## config.mk

```make
export PLATFORM = sky130hd
export DESIGN_NAME = nms_datapath_flat
export DESIGN_NICKNAME = d
export VERILOG_FILES = /design/src/rtl/nms_if.sv /design/src/rtl/nms_datapath.sv /design/src/flat_wrapper.sv
export SDC_FILE = /design/constraint.sdc
export NUM_CORES = 1
export LEC_CHECK = 0
export BUFFER_PORTS_ARGS = -buffer_cell sky130_fd_sc_hd__buf_2
export CORE_UTILIZATION = 40
export DETAILED_ROUTE_END_ITERATION = 7
export PLACE_DENSITY = 0.58
export RECOVER_POWER = 100
export SYNTH_ARGS = -nofsm -noshare
export SYNTH_HDL_FRONTEND = slang
export SYNTH_SLANG_ARGS = --single-unit
```

## constraint.sdc

```tcl
create_clock -name clock -period 3.6 [get_ports clock]
set_input_delay 0.54 -clock clock [delete_from_list [all_inputs] [get_ports clock]]
set_output_delay 0.54 -clock clock [all_outputs]
set_load 0.005 [all_outputs]
```

## src/rtl/nms_if.sv

```systemverilog
// Datapath-side bundle of the NMS block: sequencing inputs, score memory port and result outputs.
interface nms_if #(
  parameter int SCORE_W = 8
);
  logic [14:0]        refAddr;
  logic [3:0]         adjNumber;
  logic [3:0]         regAddr;
  logic               readen;
  logic [14:0]        memAddr;
  logic               memRen;
  logic [SCORE_W-1:0] memData;
  logic               nmsValid;
  logic               nmsCorner;
  logic [14:0]        nmsAddr;
  logic [SCORE_W-1:0] nmsScore;
  logic [15:0]        cornerCount;
  logic               seqErr;

  modport master (
    output refAddr, adjNumber, regAddr, readen, memData,
    input  memAddr, memRen, nmsValid, nmsCorner, nmsAddr, nmsScore, cornerCount, seqErr
  );

  modport slave (
    input  refAddr, adjNumber, regAddr, readen, memData,
    output memAddr, memRen, nmsValid, nmsCorner, nmsAddr, nmsScore, cornerCount, seqErr
  );
endinterface

```

## src/rtl/nms_datapath.sv

```systemverilog
// NMS datapath: fetches a 3x3 score window into a 9-entry register file and compares the centre.
// Fetch-to-write latency 2 cycles; compare result one cycle after readen.
module nms_datapath #(
  parameter int WIDTH      = 300,
  parameter int CENTER_LAG = 302,
  parameter int SCORE_W    = 8
) (
  input  logic   clock,
  input  logic   nReset,
  nms_if.slave   bus
);

  localparam logic [14:0] W15 = 15'(WIDTH);

  logic [14:0]        centre_q, centre_d;
  logic [14:0]        off_d;
  logic [14:0]        mem_addr_q;
  logic               mem_ren_q;
  logic               v1_q, v2_q;
  logic [3:0]         idx1_q, idx2_q;
  logic [SCORE_W-1:0] rf_q [0:8];
  logic               valid_q, corner_q, seq_err_q;
  logic [14:0]        addr_q;
  logic [SCORE_W-1:0] score_q;
  logic [15:0]        cnt_q;
  logic               fetch_ok, wr_err, win;

  assign fetch_ok = (bus.adjNumber <= 4'd8);
  assign wr_err   = v2_q && ((bus.regAddr != idx2_q) || (bus.regAddr > 4'd8));

  // Address for adjNumber 0 must use the fresh centre, not the stale latch.
  always_comb begin
    centre_d = centre_q;
    if (bus.adjNumber == 4'd0) centre_d = bus.refAddr - 15'(CENTER_LAG);
    off_d = 15'd0;
    case (bus.adjNumber)
      4'd0: off_d = 15'd0 - W15 - 15'd1;
      4'd1: off_d = 15'd0 - W15;
      4'd2: off_d = 15'd0 - W15 + 15'd1;
      4'd3: off_d = 15'h7FFF;
      4'd4: off_d = 15'd1;
      4'd5: off_d = W15 - 15'd1;
      4'd6: off_d = W15;
      4'd7: off_d = W15 + 15'd1;
      default: off_d = 15'd0;
    endcase
  end

  // Earlier-scanned neighbours (0..3) win ties; later ones (4..7) lose them.
  always_comb begin
    win = (rf_q[8] != '0);
    for (int i = 0; i < 4; i++) if (!(rf_q[8] > rf_q[i])) win = 1'b0;
    for (int i = 4; i < 8; i++) if (!(rf_q[8] >= rf_q[i])) win = 1'b0;
  end

  always_ff @(posedge clock or negedge nReset) begin
    if (!nReset) begin
      centre_q   <= '0;
      mem_addr_q <= '0;
      mem_ren_q  <= 1'b0;
      v1_q       <= 1'b0;
      v2_q       <= 1'b0;
      idx1_q     <= '0;
      idx2_q     <= '0;
      for (int i = 0; i < 9; i++) rf_q[i] <= '0;
      valid_q    <= 1'b0;
      corner_q   <= 1'b0;
      addr_q     <= '0;
      score_q    <= '0;
      cnt_q      <= '0;
      seq_err_q  <= 1'b0;
    end else begin
      centre_q <= centre_d;
      v1_q     <= fetch_ok;
      mem_ren_q <= fetch_ok;
      if (fetch_ok) begin
        mem_addr_q <= centre_d + off_d;
        idx1_q     <= bus.adjNumber;
      end
      v2_q   <= v1_q;
      idx2_q <= idx1_q;
      if (wr_err) seq_err_q <= 1'b1;
      else if (v2_q) rf_q[bus.regAddr] <= bus.memData;
      valid_q <= bus.readen;
      if (bus.readen) begin
        corner_q <= win;
        addr_q   <= centre_q;
        score_q  <= rf_q[8];
        if (win && (cnt_q != 16'hFFFF)) cnt_q <= cnt_q + 16'd1;
      end
    end
  end

  assign bus.memAddr     = mem_addr_q;
  assign bus.memRen      = mem_ren_q;
  assign bus.nmsValid    = valid_q;
  assign bus.nmsCorner   = corner_q;
  assign bus.nmsAddr     = addr_q;
  assign bus.nmsScore    = score_q;
  assign bus.cornerCount = cnt_q;
  assign bus.seqErr      = seq_err_q;

endmodule

```

## src/flat_wrapper.sv

```systemverilog
// flat-port wrapper written by rule: the top's interface ports become plain ports
module nms_datapath_flat 
#(
  parameter int WIDTH      = 300,
  parameter int CENTER_LAG = 302,
  parameter int SCORE_W    = 8
)
  (clock, nReset, bus_refAddr, bus_adjNumber, bus_regAddr, bus_readen, bus_memData, bus_memAddr, bus_memRen, bus_nmsValid, bus_nmsCorner, bus_nmsAddr, bus_nmsScore, bus_cornerCount, bus_seqErr);
  nms_if #(.SCORE_W(SCORE_W)) bus_i ();
  input  logic clock;
  input  logic nReset;
  input wire logic [$bits(bus_i.refAddr)-1:0] bus_refAddr;
  input wire logic [$bits(bus_i.adjNumber)-1:0] bus_adjNumber;
  input wire logic [$bits(bus_i.regAddr)-1:0] bus_regAddr;
  input wire logic [$bits(bus_i.readen)-1:0] bus_readen;
  input wire logic [$bits(bus_i.memData)-1:0] bus_memData;
  output wire logic [$bits(bus_i.memAddr)-1:0] bus_memAddr;
  output wire logic [$bits(bus_i.memRen)-1:0] bus_memRen;
  output wire logic [$bits(bus_i.nmsValid)-1:0] bus_nmsValid;
  output wire logic [$bits(bus_i.nmsCorner)-1:0] bus_nmsCorner;
  output wire logic [$bits(bus_i.nmsAddr)-1:0] bus_nmsAddr;
  output wire logic [$bits(bus_i.nmsScore)-1:0] bus_nmsScore;
  output wire logic [$bits(bus_i.cornerCount)-1:0] bus_cornerCount;
  output wire logic [$bits(bus_i.seqErr)-1:0] bus_seqErr;
  assign bus_i.refAddr = bus_refAddr;
  assign bus_i.adjNumber = bus_adjNumber;
  assign bus_i.regAddr = bus_regAddr;
  assign bus_i.readen = bus_readen;
  assign bus_i.memData = bus_memData;
  assign bus_memAddr = bus_i.memAddr;
  assign bus_memRen = bus_i.memRen;
  assign bus_nmsValid = bus_i.nmsValid;
  assign bus_nmsCorner = bus_i.nmsCorner;
  assign bus_nmsAddr = bus_i.nmsAddr;
  assign bus_nmsScore = bus_i.nmsScore;
  assign bus_cornerCount = bus_i.cornerCount;
  assign bus_seqErr = bus_i.seqErr;
  nms_datapath #(.WIDTH(WIDTH), .CENTER_LAG(CENTER_LAG), .SCORE_W(SCORE_W)) u_core (.clock(clock), .nReset(nReset), .bus(bus_i));
endmodule
```

==> impl_summary.log <==
[metrics] library cell with the highest instance count after synthesis: dfrtp_1
[metrics] post-CTS setup buffer count: 0
[metrics] net switching power: approximately 0.0015 W
[metrics] ys async rst share: 1.000
[metrics] synthesized-area fraction occupied by adder cells: 0.1284
[metrics] fraction of post-synthesis cell area in the top cell type by area: 0.4565
[metrics] vias per std cell: between 5 and 6
[metrics] clock sink count: between 150 and 200
[metrics] power per cell area: approximately 510 nW/µm²
[metrics] worst-case hold slack: about 0.38 ns
[metrics] Die Outline Area: 21690 µm²
[metrics] post-synth net total: roughly 890
[metrics] xor/xnor share of the synthesized area: 0.03839
[metrics] post-synthesis cell type count: 52
[metrics] switching share of total power: 0.2920
[metrics] part of the power in registers: 0.412
[metrics] insertion delay of the later-clocked pin in the worst-skew pair: approximately 0.43 ns
[metrics] Total Nets Final: ~1000
[metrics] initial antenna violation count: 1
[metrics] Final Hold Viols: 0
[metrics] Buffers & Inverters on Critical Path: 1
[metrics] family with the most delay on the worst path: simple AND/OR/NAND/NOR gates
[metrics] violations in the final reports: max-capacitance violations, max-slew violations
[metrics] number of synthesized flops with an enable pin: 0
[metrics] status: finished with violations
[metrics] compound-cell area share of the yosys netlist: 0.09278
[metrics] number of hold-repair buffers added at the cts stage: 0
[metrics] first-pass GRT wire length: between 30000 and 40000 µm
[metrics] cell type of the slowest stage on the worst timing path: nor3b_2
[metrics] Rel. slew slack: -0.6966
[metrics] Crit path required time: approximately 4 ns
[metrics] total negative setup slack: 0 ns
[metrics] combinational fraction of design power: 0.222
[metrics] ANT nets after route: 0
[metrics] ranking of synthesized cells by instance count: 154 x dfrtp_1, 98 x mux2_2, 85 x ha_1
[metrics] library cell with the largest summed area after synthesis: dfrtp_1
[metrics] growth of design area from synthesis to finish: 17.07%
[metrics] clock tree root buffer cell: clkbuf_16
[metrics] htree depth: 4
[metrics] main combinational cell family by area after synthesis: multiplexers
[metrics] floorplan die width: 147.3 µm
[metrics] worst min path class: register to register
[metrics] vias: just under 6000
[metrics] Worst path max stage delay: 0.67 ns
[metrics] final worst slack: roughly 0.32 ns
[metrics] post-detailed-placement half-perimeter wirelength: about 14000 µm
[metrics] TritonCTS clock tree: done
[metrics] Clock Path Buffers: 2
[metrics] Worst Setup SP: bus_regAddr[0]
[metrics] Port-buffer cells: 91
[metrics] number of warnings printed during yosys synthesis: 0
[metrics] maximum capacitance violations: 2
[metrics] count of cells along the worst register-to-register path: 9
[metrics] sum of routed wire length over all layers: ~19000 µm
[metrics] class of the most critical setup path: primary input to register
[metrics] clock skew: 0.01139 ns
[metrics] prevailing post-synth register cell: dfrtp_1
[metrics] element type at the critical path start: primary input
[metrics] cells after synthesis: 765
[metrics] sort of element at the end of the critical path: register
[metrics] share of final-layout standard cells stronger than drive strength 1: 0.2461
[metrics] multiplexer fraction of the synthesized cell area: 0.1321
[metrics] transition time at the pin with the least slew margin: between 2 and 3 ns
[metrics] floorplan die height: between 100 and 150 µm
[metrics] endpoint of the worst register-to-register path: u_core.bus.cornerCount[1]
[metrics] DR DRC count: 0
[metrics] Final Cycle Share: 0.9112
[metrics] critical path depth in cells: 8
[metrics] filler-free cell count of the finished design: about 1200
[metrics] leftover overflow at the end of global routing: 0
[metrics] Antenna Cells: 0
[metrics] number of iterations in the first detailed-routing pass: 6
[metrics] CP arrival: between 3 and 4 ns
[metrics] initial detailed-routing violation count: roughly 270
[metrics] Placement Setup Slack: between 0.015 and 0.02 ns
[metrics] Leakage Power: around 4.8 nW
[metrics] top achievable clock speed: about 300 MHz
[metrics] number of rows in the core area: 52
[metrics] Internal Dissipation: ~0.0036 W
[metrics] Post-Syn Area per Cell: ~11 µm²
[metrics] post-layout minimum cycle time: 3.280 ns
[metrics] Mapped Area: 8442 µm²
[metrics] utilization of the core after routing: 0.4838
[metrics] number of ports placed on the die boundary: 92
[metrics] number of max-slew violations in the final report: 124
[metrics] number of synthesized register bits: between 150 and 200
[metrics] TritonCTS buffer count: 17
[metrics] number of global-route vias before repair: just under 6000
[metrics] final setup fails: 0
[metrics] Synth area leaders: dfrtp_1 46%, mux2_2 13%, ha_1 13%, inv_1 3.3%, xnor2_1 2.9%
[metrics] Clock Power Share: 0.366
[metrics] worst r2r src: u_core.rf_q[2]
[metrics] global-route usage over all layers: 0.1889
[metrics] Starting Density: 0.4132
[metrics] worst ir drop on vdd: 0.0003326 V
[metrics] top fanout value on the critical path: 10
[metrics] reg-to-reg slack, setup: ~0.60 ns
[metrics] number of cells upsized or downsized after cts: 0
[metrics] post-CTS clock slew at the launch and capture registers of the worst setup and hold paths: roughly 0.060 ns
[metrics] placer's final routability congestion estimate: just over 0.8
[metrics] unrepaired setup endpoints after global routing: no
[metrics] wire per inst: 16.34 µm
[metrics] cell chain of the critical path: clkbuf_1 -> nor4b_1 -> a21oi_1 -> or4_1 -> or3b_1 -> nand2b_1 -> nor3b_2 -> mux2_2
[metrics] worst setup path end: u_core.rf_q[48]
[metrics] simple-gate share of the synthesized area: 0.1110
[metrics] placed cell count: between 1000 and 1500
[metrics] core region area: between 20000 and 25000 µm²
[metrics] largest net degree at the start of global routing: 100
[metrics] post-synthesis sequential area ratio: 0.4565
==> registers in the layout (all words and copies together), names as in the netlist <==
register and count:
u_core.v2_q 1, u_core.idx1_q 4, u_core.rf_q 72, u_core.bus.seqErr 1
u_core.bus.nmsScore 8, u_core.bus.nmsValid 1, u_core.bus.memRen 1, u_core.idx2_q 4
u_core.centre_q 15, u_core.bus.cornerCount 16, u_core.bus.nmsCorner 1, u_core.bus.memAddr 15
u_core.bus.nmsAddr 15
==> per-stage QoR <==
stage | total power [W] | instance area [µm²]
after global routing | 0.005337 | 9883
after detailed placement | 0.003248 | 9348
after floorplan | 0.002790 | 8453
after CTS | 0.005121 | 9957
after global placement | 0.003241 | 9348
final | 0.005036 | 9883
==> power by group through the flow <==
stage	combinational, W	sequential (W)	clock (W)
floorplan	0.000711	0.00208	0
global placement	0.00114	0.00210	0
detailed placement	0.00114	0.00210	0
CTS	0.00115	0.00207	0.00189
global route	0.00127	0.00210	0.00197
finish	0.00112	0.00207	0.00184
==> metal layers <==
metal	part of all wire	up-vias	track usage
met2	0.46	95	0.2974
met1	0.49	2855	0.2612
met5	0.00053	-	0
met3	0.037	21	0.04379
li1	-	2950	-
met4	0.011	2	0.04897
==> placed cells by master (no fill, tap or decap), drive strengths merged, types with 3 or more instances in the layout <==
master and count:
nand3 12, nand2 40, and2 4, nor2b 7
mux2 99, nor2 36, a21o 9, nand2b 9
and3 18, nor3 9, xor2 9, a21oi 30
a211oi 11, a211o 4, a2111oi 3, o21a 9
inv 75, o211ai 7, nor4 8, buf 79
clkinv 4, dfrtp 154, ha 85, clkbuf 54
o21ai 34, nand4 21, xnor2 28
==> logic make-up after synthesis <==
group	after synthesis
AND/OR/NAND/NOR	175
XOR/XNOR	37
flip-flops	154
adder cells (fa/ha/maj)	86
multiplexers	99
AO/OA/AOI/OAI	123
buffers and inverters	91
==> worst min path at each step <==
stage,cells past startpoint,end,from,slack (ns)
2_1_floorplan,0,u_core.bus.cornerCount[0],nReset,0.24
3_3_place_gp,0,u_core.idx2_q[1],u_core.idx1_q[1],0.36
3_5_place_dp,0,u_core.v2_q,u_core.bus.memRen,0.36
4_1_cts,1,u_core.rf_q[27],nReset,0.25
5_1_grt,2,u_core.centre_q[0],bus_refAddr[0],0.37
6_report,0,u_core.idx2_q[0],u_core.idx1_q[0],0.38
==> final cells by class <==
| type | count | area (µm²) |
|---|---|---|
| clock buffers | 23 | 498.0 |
| well taps | 270 | 337.8 |
| fillers | 1944 | 10550 |
| multi-input cells | 520 | 4243 |
| inverters | 74 | 277.8 |
| clock inverters | 9 | 111.4 |
| repair buffers | 110 | 561.8 |
| flip-flops and latches | 154 | 3854 |
==> worst reg2reg max path: stages (launching register included) <==
cell and delay (ns):
dfrtp_1 0.68, ha_1 0.35, and4b_1 0.21, a2111oi_0 0.35, o21ai_0 0.23, o311ai_0 0.24
a211oi_2 0.08, buf_4 0.23, nand3_1 0.16, mux2_2 0.36
Power figures use the tool's default switching activity.
